<file path="config.mk">
export PLATFORM = sky130hd
export DESIGN_NAME = apb_reg_file
export DESIGN_NICKNAME = d
export VERILOG_FILES = /design/src/rtl/apb_reg_file.sv
export SDC_FILE = /design/constraint.sdc
export NUM_CORES = 1
export LEC_CHECK = 0
export CAP_MARGIN = 20
export CORE_AREA = 5 5 435 437
export CTS_BUF_LIST = sky130_fd_sc_hd__clkbuf_4
export DETAILED_ROUTE_END_ITERATION = 8
export DIE_AREA = 0 0 440 442
export MAX_ROUTING_LAYER = met4
export SETUP_SLACK_MARGIN = 0.05
export SLEW_MARGIN = 10
export SYNTH_ARGS = -nofsm -noshare
export SYNTH_HDL_FRONTEND = slang
export SYNTH_SLANG_ARGS = --single-unit
</file>
<file path="constraint.sdc">
create_clock -name PCLK -period 3.26 [get_ports PCLK]
set_clock_uncertainty 0.15 [all_clocks]
set_input_delay 0.652 -clock PCLK [delete_from_list [all_inputs] [get_ports PCLK]]
set_output_delay 0.652 -clock PCLK [all_outputs]
set_load 0.005 [all_outputs]
</file>
<file path="src/rtl/apb_reg_file.sv">
// apb_reg_file: parametrised APB3 register-file slave.
// Holds NUM_REGS read/write registers with byte strobes. RO_MASK slots
// mirror hw_status and store nothing. PREADY can be delayed by a fixed
// number of wait states. Bad addresses and writes to RO slots complete
// with PSLVERR. Each committed write emits a one-cycle pulse per register.
module apb_reg_file #(
  parameter int unsigned          ADDR_WIDTH  = 8,
  parameter int unsigned          DATA_WIDTH  = 32,
  parameter int unsigned          NUM_REGS    = 16,
  parameter int unsigned          WAIT_STATES = 0,
  parameter logic [NUM_REGS-1:0]  RO_MASK     = '0
) (
  input  logic                           PCLK,
  input  logic                           PRESETn,
  input  logic                           PSEL,
  input  logic                           PENABLE,
  input  logic                           PWRITE,
  input  logic [ADDR_WIDTH-1:0]          PADDR,
  input  logic [DATA_WIDTH-1:0]          PWDATA,
  input  logic [DATA_WIDTH/8-1:0]        PSTRB,
  output logic [DATA_WIDTH-1:0]          PRDATA,
  output logic                           PREADY,
  output logic                           PSLVERR,
  output logic [NUM_REGS*DATA_WIDTH-1:0] reg_q,
  output logic [NUM_REGS-1:0]            reg_wr_pulse,
  input  logic [NUM_REGS*DATA_WIDTH-1:0] hw_status
);

  localparam int unsigned NB     = DATA_WIDTH / 8;
  localparam int unsigned OB     = $clog2(NB);
  localparam int unsigned IW     = ADDR_WIDTH - OB;
  localparam logic [3:0]  WAIT_C = 4'(WAIT_STATES);

  // Register storage and bookkeeping flops.
  logic [DATA_WIDTH-1:0] regs_q [NUM_REGS];
  logic [DATA_WIDTH-1:0] regs_d [NUM_REGS];
  logic [3:0]            wcnt_q;
  logic [3:0]            wcnt_d;
  logic [NUM_REGS-1:0]   pulse_q;
  logic [NUM_REGS-1:0]   pulse_d;

  // Decode and handshake signals.
  logic [IW-1:0]         idx_s;
  logic [NUM_REGS-1:0]   sel_s;
  logic                  idx_oob_s;
  logic                  unaligned_s;
  logic                  ro_hit_s;
  logic                  err_s;
  logic                  access_s;
  logic                  pready_s;
  logic                  commit_s;
  logic [DATA_WIDTH-1:0] rdata_s;

  assign idx_s = PADDR[ADDR_WIDTH-1:OB];

  // The alignment check only exists when a register spans more than one byte.
  generate
    if (OB == 0) begin : g_no_align
      assign unaligned_s = 1'b0;
    end else begin : g_align
      assign unaligned_s = |PADDR[OB-1:0];
    end
  endgenerate

  // One-hot register select; an out-of-range index selects nothing.
  always_comb begin
    sel_s = '0;
    for (int i = 0; i < NUM_REGS; i++) begin
      if (32'(idx_s) == 32'(i)) begin
        sel_s[i] = 1'b1;
      end else begin
        sel_s[i] = 1'b0;
      end
    end
  end

  // Error classification and APB handshake.
  always_comb begin
    idx_oob_s = (32'(idx_s) >= 32'(NUM_REGS));
    ro_hit_s  = |(sel_s & RO_MASK);
    err_s     = idx_oob_s | unaligned_s | (PWRITE & ro_hit_s);
    access_s  = PSEL & PENABLE;
    pready_s  = access_s & (wcnt_q == WAIT_C);
    commit_s  = pready_s & PWRITE & ~err_s;
  end

  // Wait counter: counts stalled ACCESS cycles, clears on completion or deselect.
  always_comb begin
    wcnt_d = wcnt_q;
    if (!PSEL || pready_s) begin
      wcnt_d = 4'd0;
    end else if (PENABLE) begin
      wcnt_d = wcnt_q + 4'd1;
    end else begin
      wcnt_d = wcnt_q;
    end
  end

  // Next register contents: strobe-merged write on commit; RO slots stay zero.
  always_comb begin
    pulse_d = '0;
    for (int i = 0; i < NUM_REGS; i++) begin
      regs_d[i] = regs_q[i];
      if (RO_MASK[i]) begin
        regs_d[i] = '0;
      end else if (commit_s && sel_s[i]) begin
        for (int b = 0; b < NB; b++) begin
          if (PSTRB[b]) begin
            regs_d[i][b*8 +: 8] = PWDATA[b*8 +: 8];
          end else begin
            regs_d[i][b*8 +: 8] = regs_q[i][b*8 +: 8];
          end
        end
        pulse_d[i] = 1'b1;
      end else begin
        regs_d[i] = regs_q[i];
      end
    end
  end

  // Read mux: only driven on an error-free completing read.
  always_comb begin
    rdata_s = '0;
    if (pready_s && !PWRITE && !err_s) begin
      for (int i = 0; i < NUM_REGS; i++) begin
        if (sel_s[i]) begin
          if (RO_MASK[i]) begin
            rdata_s = hw_status[i*DATA_WIDTH +: DATA_WIDTH];
          end else begin
            rdata_s = regs_q[i];
          end
        end else begin
          rdata_s = rdata_s;
        end
      end
    end else begin
      rdata_s = '0;
    end
  end

  // State update with synchronous active-low reset.
  always_ff @(posedge PCLK) begin
    if (!PRESETn) begin
      wcnt_q  <= 4'd0;
      pulse_q <= '0;
      for (int i = 0; i < NUM_REGS; i++) begin
        regs_q[i] <= '0;
      end
    end else begin
      wcnt_q  <= wcnt_d;
      pulse_q <= pulse_d;
      for (int i = 0; i < NUM_REGS; i++) begin
        regs_q[i] <= regs_d[i];
      end
    end
  end

  // Flatten storage onto the core-facing bus.
  generate
    for (genvar g = 0; g < NUM_REGS; g++) begin : g_flat
      assign reg_q[g*DATA_WIDTH +: DATA_WIDTH] = regs_q[g];
    end
  endgenerate

  assign reg_wr_pulse = pulse_q;
  assign PREADY       = pready_s;
  assign PSLVERR      = pready_s & err_s;
  assign PRDATA       = rdata_s;

endmodule

</file>
### Yosys cells after proc, flatten, opt, wreduce, memory -nomap -nowiden

Memories as Yosys holds them, arrays and structs flattened.
Index checks and enable logic that the tools add are counted.

| word-level totals | value |
|---|---|
| register bits | 20 |
| bits in latches | 0 |
| memory bits (writable) | 512 |
| bits in read-only memories | 0 |
| bits of input ports | 561 |
| output and inout bits | 562 |
| logic and storage cells | 217 |
| memories kept | 1 |

| operators by class | value |
|---|---|
| $add $sub $neg | 1 |
| multipliers | 0 |
| div/mod/pow operators | 0 |
| order comparisons | 1 |
| eq/ne operators | 15 |
| shift-type cells | 0 |
| muxes and demuxes | 147 |
| bitwise logic cells | 24 |
| reduce and logical (&&, ||, !) cells | 26 |

Memories:

| name | words | width | rd ports | clocked after memory_dff | write ports | line | source |
|---|---|---|---|---|---|---|---|
| regs_q | 16 | 32 | 16 | 0 | 16 | 35 | `logic [DATA_WIDTH-1:0] regs_q [NUM_REGS];` |

Operators by type and width:

| cell | count |
|---|---|
| 2-to-1 mux 32 bit | 49 |
| 2-to-1 mux 8 bit | 64 |
| equality test 6 x 4 -> 1 bit, second input constant | 8 |
| 2-to-1 mux 1 bit | 34 |
| equality test 6 x 3 -> 1 bit, second input constant | 4 |
| logical AND 1 bit | 18 |
| bitwise OR 1 bit | 17 |
| equality test 6 x 2 -> 1 bit, second input constant | 2 |
| equality test 6 x 1 -> 1 bit, second input constant | 1 |
| greater-or-equal comparator 6 x 5 -> 1 bit, second input constant | 1 |
| logical NOT 6 bit | 1 |
| bitwise AND 1 bit | 5 |
| adder 4 x 1 -> 4 bit, second input constant | 1 |
| logical NOT 4 bit | 1 |
| OR reduction 2 bit | 2 |
| logical NOT 1 bit | 3 |
| NOT 1 bit | 2 |
| logical OR 1 bit | 1 |

### Longest topological paths before layout

| depth | value |
|---|---|
| word-level depth | 19 |
| gate-level depth with buffers | 11 |
| gate-level depth less buffers | 9 |

### Worst setup path before layout

No wires, ideal clock.

| path | value |
|---|---|
| path kind | input-to-output |
| start point | input port PADDR[6] |
| end point | output port PRDATA[0] |
| arrival | 2428 ps |
| required time | 2458 ps |
| path slack | 30 ps |
| stages | 7 |
| path buffers | 2 |
| path through | buf_2 or4b_1 buf_6 nor2_8 a22oi_1 a311o_1 a2111oi_2 |

| on the way | value |
|---|---|
| cells in the longest elaborated chain, start to end | 19 |
| elaborated cells between the ends (all ways) | 53 |
| classes of those cells | order compare: 1; eq/ne: 15; mux: 33; bitwise: 1; reduce/logical: 3 |

Ends and longest elaborated chain:

| element | line | source |
|---|---|---|
| start, declared | 18 | `input logic [ADDR_WIDTH-1:0] PADDR,` |
| logical NOT 6 bit | 69 | `if (32'(idx_s) == 32'(i)) begin` |
| 2-to-1 mux 1 bit | 69 |  |
| 2-to-1 mux 32 bit (16 in a row) | 126 | `if (sel_s[i]) begin` |
| 2-to-1 mux 32 bit * | 124 | `if (pready_s && !PWRITE && !err_s) begin` |
| end, declared | 21 | `output logic [DATA_WIDTH-1:0] PRDATA,` |

Mark *: on every way between the ends. The rest lies on a longest branch, timed or not.

### Final worst setup path

| path | value |
|---|---|
| start point | register wcnt_q[1] |
| end point | output port PRDATA[5] |

| on the way | value |
|---|---|
| cells in the longest elaborated chain, start to end | 5 |

Ends and longest elaborated chain:

| element | line | source |
|---|---|---|
| start, declared | 37 | `logic [3:0] wcnt_q;` |
| start signal, assigned | 150 | `wcnt_q <= wcnt_d;` |
| logical NOT 4 bit | 83 | `pready_s = access_s & (wcnt_q == WAIT_C);` |
| bitwise AND 1 bit | 83 |  |
| logical AND 1 bit (2 in a row) | 124 |  |
| 2-to-1 mux 32 bit | 124 |  |

No other way between the ends.

==> summary.txt <==
Outcome
  • Run status: finished with violations
  • Failing checks: setup timing

Power and ir drop
  • Worst vdd ir: 0.290 mV
  • Sw Ratio: 27.8%
  • NetSw: 3.88 mW
  • Int Pwr: between 10 and 15 mW
  • Reg power frac: a little under half
  • Power Density: 358 mW/mm^2
  • Pleak: 17.8 nW
  • Combinational share of power: under 10%
  • Clk pwr share: 46.3%

Drt
  • Drt initial violations: approximately 2,300
  • Vias: 25,500
  • First-pass DRT Iterations: 8
  • Vias per std cell: 4.15
  • Avg WL per Cell: 30.0 um
  • Residual DRC: 0
  • ANT nets after route: 0
  • Total Routed Length: 184 mm

Clock network
  • Worst skew pair latency: roughly 1100 ps
  • CTS tree: yes
  • Longest Clk Path Bufs: 3
  • Clk slew on worst S/H paths: 60 ps
  • Clock sinks: 532
  • H-tree depth: 4
  • Clock buffer count from CTS: 157
  • CTS Root Cell: clkbuf_4

Global route
  • Total Routing Usage GR: 18.7%
  • Met3 Track Usage GR: roughly a tenth
  • Grt ovf: 0
  • Initial antenna violation count: 16
  • Vias in the first global route: 24,900
  • Largest net degree at the start of global routing: 54
  • Gr busiest metal: met2
  • First-pass GRT wire length: roughly 240 mm
  • Grt met2 use: 26.9%
  • Met1 Use GR: 21.6%

Synthesis
  • Top cells by area, synth: dfxtp_1, mux2i_1, nand2_1
  • Yosys reg bits: 532
  • Syn_nets: 3,105
  • Synth unique cells: 71
  • Syn Area/Cell: 9.39 um^2
  • Post-synth EDFFs: 0
  • Cell Area, Synth: ~0.024 mm^2
  • Main synth FF type: dfxtp_1
  • Synthesis Warnings: 0
  • Synth top cells by count: nand2_1, mux2i_1, dfxtp_1
  • Synth area leader: dfxtp_1
  • Share of flip-flops with an asynchronous set or reset: 0%
  • Post-synth top area share: 44.6%
  • Top-count cell post-synth: nand2_1
  • Syn Inst Count: approximately 2,500
  • Post-synthesis sequential area ratio: approximately 45%

Worst setup path
  • Slowest stage delay, CP: 380 ps
  • Worst setup SP type: register
  • Req. time, crit path: 2460 ps
  • WS Path Type: reg2out
  • Worst-path cell with the longest stage delay: or3_4
  • CP Max Fanout: 3
  • FF-to-FF Start: wcnt_q[1]$_SDFFE_PP0P_
  • Most used cell, CP: buf_6
  • R2r setup slk: 310 ps
  • Worst reg2reg path depth: 13
  • Critical-path cell list: inv_2, ha_4, nand2_2, or3_4, inv_2, nand3b_1, buf_6, a41oi_4, buf_6, buf_6, o221a_4, a221o_1, buf_6, buf_6
  • Critical Path Sink Type: primary output
  • Worst reg2reg endpoint: reg_wr_pulse[1]$_SDFF_PN0_
  • Arr. time, crit path: 3500 ps

Timing
  • Final worst-path cycle share: 132%
  • Worst Hold Margin: 155 ps
  • Slew margin rel.: 41.8%
  • Final Max Slew Viols: 0
  • RSZ-0062 raised after global routing: true
  • Max Freq: 0.232 GHz
  • Setup TNS Final: -28,800 ps
  • Hold violation total from the final report: 0
  • PnR worst setup slack: -1040 ps
  • Fin crit period: 4300 ps
  • Actual slew at the worst max-slew pin: 870 ps
  • Setup Viol. Count Final: 33

Hold path
  • Worst hold path cell count: 4
  • Hold Crit Endpoint: reg_wr_pulse[0]$_SDFF_PN0_
  • Hold Startpoint: PADDR[6]
  • Worst hold path class: in2reg

Floorplan
  • Io pins: 1,123
  • Starting Density: 12.9%
  • Die X-Extent: 440 um
  • Die Y: between 400 and 500 um
  • Placement Rows: 158
  • Die area: 0.194 mm^2
  • Core box area: between 0.15 and 0.2 mm^2

Placed design
  • # port buffers: between 600 and 700
  • Placed Cells: 5,821
  • DP Area: 0.0361 mm^2
  • Routability cong.: approximately 0.95
  • Placed wire-length estimate: 152 mm

Layout
  • P&R area growth vs syn: 63.4%
  • Finished Layout Cells: 6,144
  • Fin util: 21.1%
  • Share of cells above drive strength 1: 23.2%
  • Fin nets: 4,101
  • Design area: about 0.039 mm^2

Flow run
  • Max_cap viols: 0
==> cell families (layout without fill, tap and decap cells) <==
group / after synthesis / count (layout) / share of synthesized area, %
xor+xnor: 4 / 4 / 0.147
simple gates: 837 / 837 / 14.9
mux: 603 / 603 / 25.8
buf+inv: 204 / 1315 / 3.84
other cells: 0 / 11 / 0
fa+ha+maj: 2 / 2 / 0.105
flops: 532 / 532 / 44.6
compound gates: 360 / 360 / 10.5
==> repair_timing <==
action / in CTS / in global routing
pin swaps: 17 / 6
hold buffers: 2 / 0
setup buffers: 28 / 13
endpoints found under the setup margin: 51 / 45
gates resized for setup: 182 / 25
endpoints found under the hold margin: 36 / 0
==> flip-flops by register name, indices dropped and copies added (netlist names) <==
| signal | flops |
|---|---|
| reg_wr_pulse | 16 |
| wcnt_q | 4 |
| regs_q | 512 |
==> power groups by stage <==
stage / sequential (mW) / clock, mW / combinational, mW
finish: 6.50 / 6.46 / 0.987
global route: 6.50 / 6.93 / 1.02
CTS: 6.50 / 6.59 / 0.976
detailed placement: 6.65 / 0 / 0.939
global placement: 6.65 / 0 / 0.937
floorplan: 6.65 / 0 / 0.395
==> worst max path at each step <==
stage / startpoint / end / slack, ps / cells past startpoint
global placement: PADDR[7] / PRDATA[16] / -1550 / 10
detailed placement: PADDR[7] / PRDATA[16] / -1550 / 10
finish: wcnt_q[1]$_SDFFE_PP0P_ / PRDATA[5] / -1040 / 14
CTS: wcnt_q[1]$_SDFFE_PP0P_ / PRDATA[16] / -1160 / 13
floorplan: PADDR[6] / PRDATA[8] / 50 / 8
global route: wcnt_q[1]$_SDFFE_PP0P_ / PRDATA[5] / -1150 / 14
==> worst max-delay path: cells and delay by family (launching register included) <==
kind            cells  cell delay [ps]
buf+inv             7              770
compound gates      3              640
simple gates        3              500
flops               1              330
fa+ha+maj           1              130
==> cells in the final DEF, fill, tap and decap left out, types with 22 or more instances in the layout <==
master | netlist | layout
dfxtp_1 | 532 | 530
a21oi_1 | 70 | 67
clkdlybuf4s50_1 | 0 | 546
o22ai_1 | 24 | 23
buf_6 | 6 | 49
o21ai_0 | 81 | 75
nand2_1 | 650 | 649
nor2_1 | 72 | 63
clkinv_1 | 0 | 34
mux2i_1 | 573 | 573
mux2_2 | 22 | 22
nand2_2 | 22 | 23
buf_4 | 8 | 311
buf_12 | 0 | 82
clkbuf_4 | 0 | 222
a22oi_1 | 30 | 30
==> metrics by stage <==
stage	worst slack, ps	power (mW)
finish	-1040	14.0
global route	-1150	14.4
CTS	-1160	14.1
detailed placement	-1550	7.59
global placement	-1550	7.58
floorplan	53.8	7.04
==> per-layer routing <==
layer  routed length [um]  share of wire (%)
met1                72800                 39
met5                    0                  0
met4                10100                5.5
met3                23700                 13
met2                77800                 42
==> area by class of cell <==
| cell class | count | area (um^2) |
|---|---|---|
| inverters | 11 | 41.3 |
| fillers | 20400 | 146000 |
| flip-flops and latches | 532 | 10700 |
| multi-input cells | 1806 | 12800 |
| clock buffers | 222 | 1670 |
| repair buffers | 1030 | 10400 |
| diodes | 11 | 27.5 |
| clock inverters | 52 | 275 |
| well taps | 2480 | 3100 |
Note: power is estimated with default switching activity, not from simulation.
==> patch: new RTL, config.mk and constraints unchanged <==
Register the output `PSLVERR`, cleared by the reset; this adds one clock of latency there. The other outputs are not delayed to match. Comments in the files are not updated.
--- a/src/rtl/apb_reg_file.sv
+++ b/src/rtl/apb_reg_file.sv
@@ -165,5 +165,11 @@
   assign reg_wr_pulse = pulse_q;
   assign PREADY       = pready_s;
-  assign PSLVERR      = pready_s & err_s;
+  always_ff @(posedge PCLK) begin
+    if (!PRESETn) begin
+      PSLVERR <= '0;
+    end else begin
+      PSLVERR <= pready_s & err_s;
+    end
+  end
   assign PRDATA       = rdata_s;
 
Function: not settled (the Yosys comparison gave no result); the edit may change what the design does.
==> patch against the original RTL <==
  * The run still ends with negative setup slack left
  * Die area stayed put
  * Combinational power decreased by 7.0%
  * Via count is 12% higher
  * Worst setup slack better by 180 ps
  * Total power barely moved
  * Routed wire length increased by 6.1%
  * Final area increased by 1.9%
  * Synthesized area increased by 1.0%
  * Non-clock buffer count increased by 69
  * Sequential cell count increased by 1
==> patch: results (changes against the original RTL) <==
Pwr
  • VDD IR max: 0.208 mV (was 0.290 mV)
  • Leakage: 0.0134 µW (was 0.0178 µW)

Outcome
  • Failing checks: negative setup slack (unchanged)
  • Status: complete, but fails checks (unchanged)

Synth
  • Sequential share of the synthesized area: 44.3% (was 44.6%)
  • XOR/XNOR share of the synthesized area: 0.145% (was 0.147%)
  • Mux cell area share after synthesis: 3.58% (was 25.8%)
  • Avg Inst Size Synth: 7.97 µm² (was 9.39 µm²)
  • Complex-gate fraction of the synthesized area: 24.6% (was 10.5%)
  • Synth area leaders: dfxtp_1 (44%), nand2_1 (17%), a21boi_0 (15%), clkbuf_1 (2.8%), nand3_1 (2.2%) (was dfxtp_1 (45%), mux2i_1 (24%), nand2_1 (10%), clkbuf_1 (2.0%), o21ai_0 (1.7%))

Final layout
  • Post-layout net count: 4608 (was 4101)
  • Fillers: 20500 (was 20400)
  • Fraction of layout cells with a size suffix above 1: 22.5% (was 23.2%)

Global route
  • Vias in the first global route: 27700 (was 24900)
  • GRT Total Usage: 19.8% (was 18.7%)

Placement
  • Post-placement cell area: 0.0366 mm² (was 0.0361 mm²)
  • Inst Count DP: 6322 (was 5821)
  • Hpwl dp: 161 mm (was 152 mm)

Timing
  • Endpoints failing setup: 33 (unchanged)
  • TNS Setup: -24160 ps (was -28800 ps)
  • Final WS setup: -866 ps (was -1040 ps)

Hold path
  • Worst Hold End: regs_q[0][180]$_SDFFE_PN0P_ (was reg_wr_pulse[0]$_SDFF_PN0_)
  • Min-delay src: PWDATA[20] (was PADDR[6])

Detailed routing
  • DRT iter0 DRCs: 3249 (was 2347)

Worst setup path
  • CP max FO: 4 (was 3)
-- patch: cell count changes after synthesis, moves of 32 or more --
cell      change
a21boi_0    +479
a21boi_1     +32
clkbuf_1     +53
mux2i_1     -542
nand2_1     +410
nand3_1      +94
nor2_2       +34
-- patch: stage by stage --
stage | total power, µW | hold slack (ps)
after global routing | 14400 | 154
after floorplan | 7050 | 311
after CTS | 14000 | 101
final | 13900 | 232
after detailed placement | 7530 | 320
after global placement | 7520 | 314
-- patch: worst max-delay path: cells and delay by family (launching register included) --
family	cells	cell delay (ps)
DFF	1	330
adders and majority gates	1	110
AOI/OAI and AO/OA	1	200
buffers and inverters	5	640
and+or+nand+nor	4	940
-- patch: metal layers --
layer,GRT usage [%],up-vias,share of wire (%)
met5,-,-,0
met4,10.5,0,6.6
met3,8.82,357,13
met2,28.5,1786,42
met1,23.1,14000,39
li1,-,12500,-
-- patch: layout make-up --
type | count | share of cell area, %
sequential | 533 | 26.9
tap | 2480 | 7.82
inverter | 7 | 0.0756
clock inverter | 47 | 0.693
timing repair buffer | 1099 | 27.3
antenna | 11 | 0.0693
multi-input combinational | 2247 | 32.9
clock buffer | 223 | 4.22
-- patch: repair_timing --
item                                    4_1_cts  5_1_grt
endpoints found under the hold margin        65        0
pin swaps                                    42       13
gates resized for setup                     285       29
setup buffers                                37       10
gates cloned                                  1        0
hold buffers                                  1        0
endpoints found under the setup margin       64       41
-- patch: where the power goes --
part | internal [µW] | switching, µW | total [µW]
Combinational | 343 | 575 | 918
Sequential | 6510 | 1.77 | 6510
Clock | 3310 | 3200 | 6510
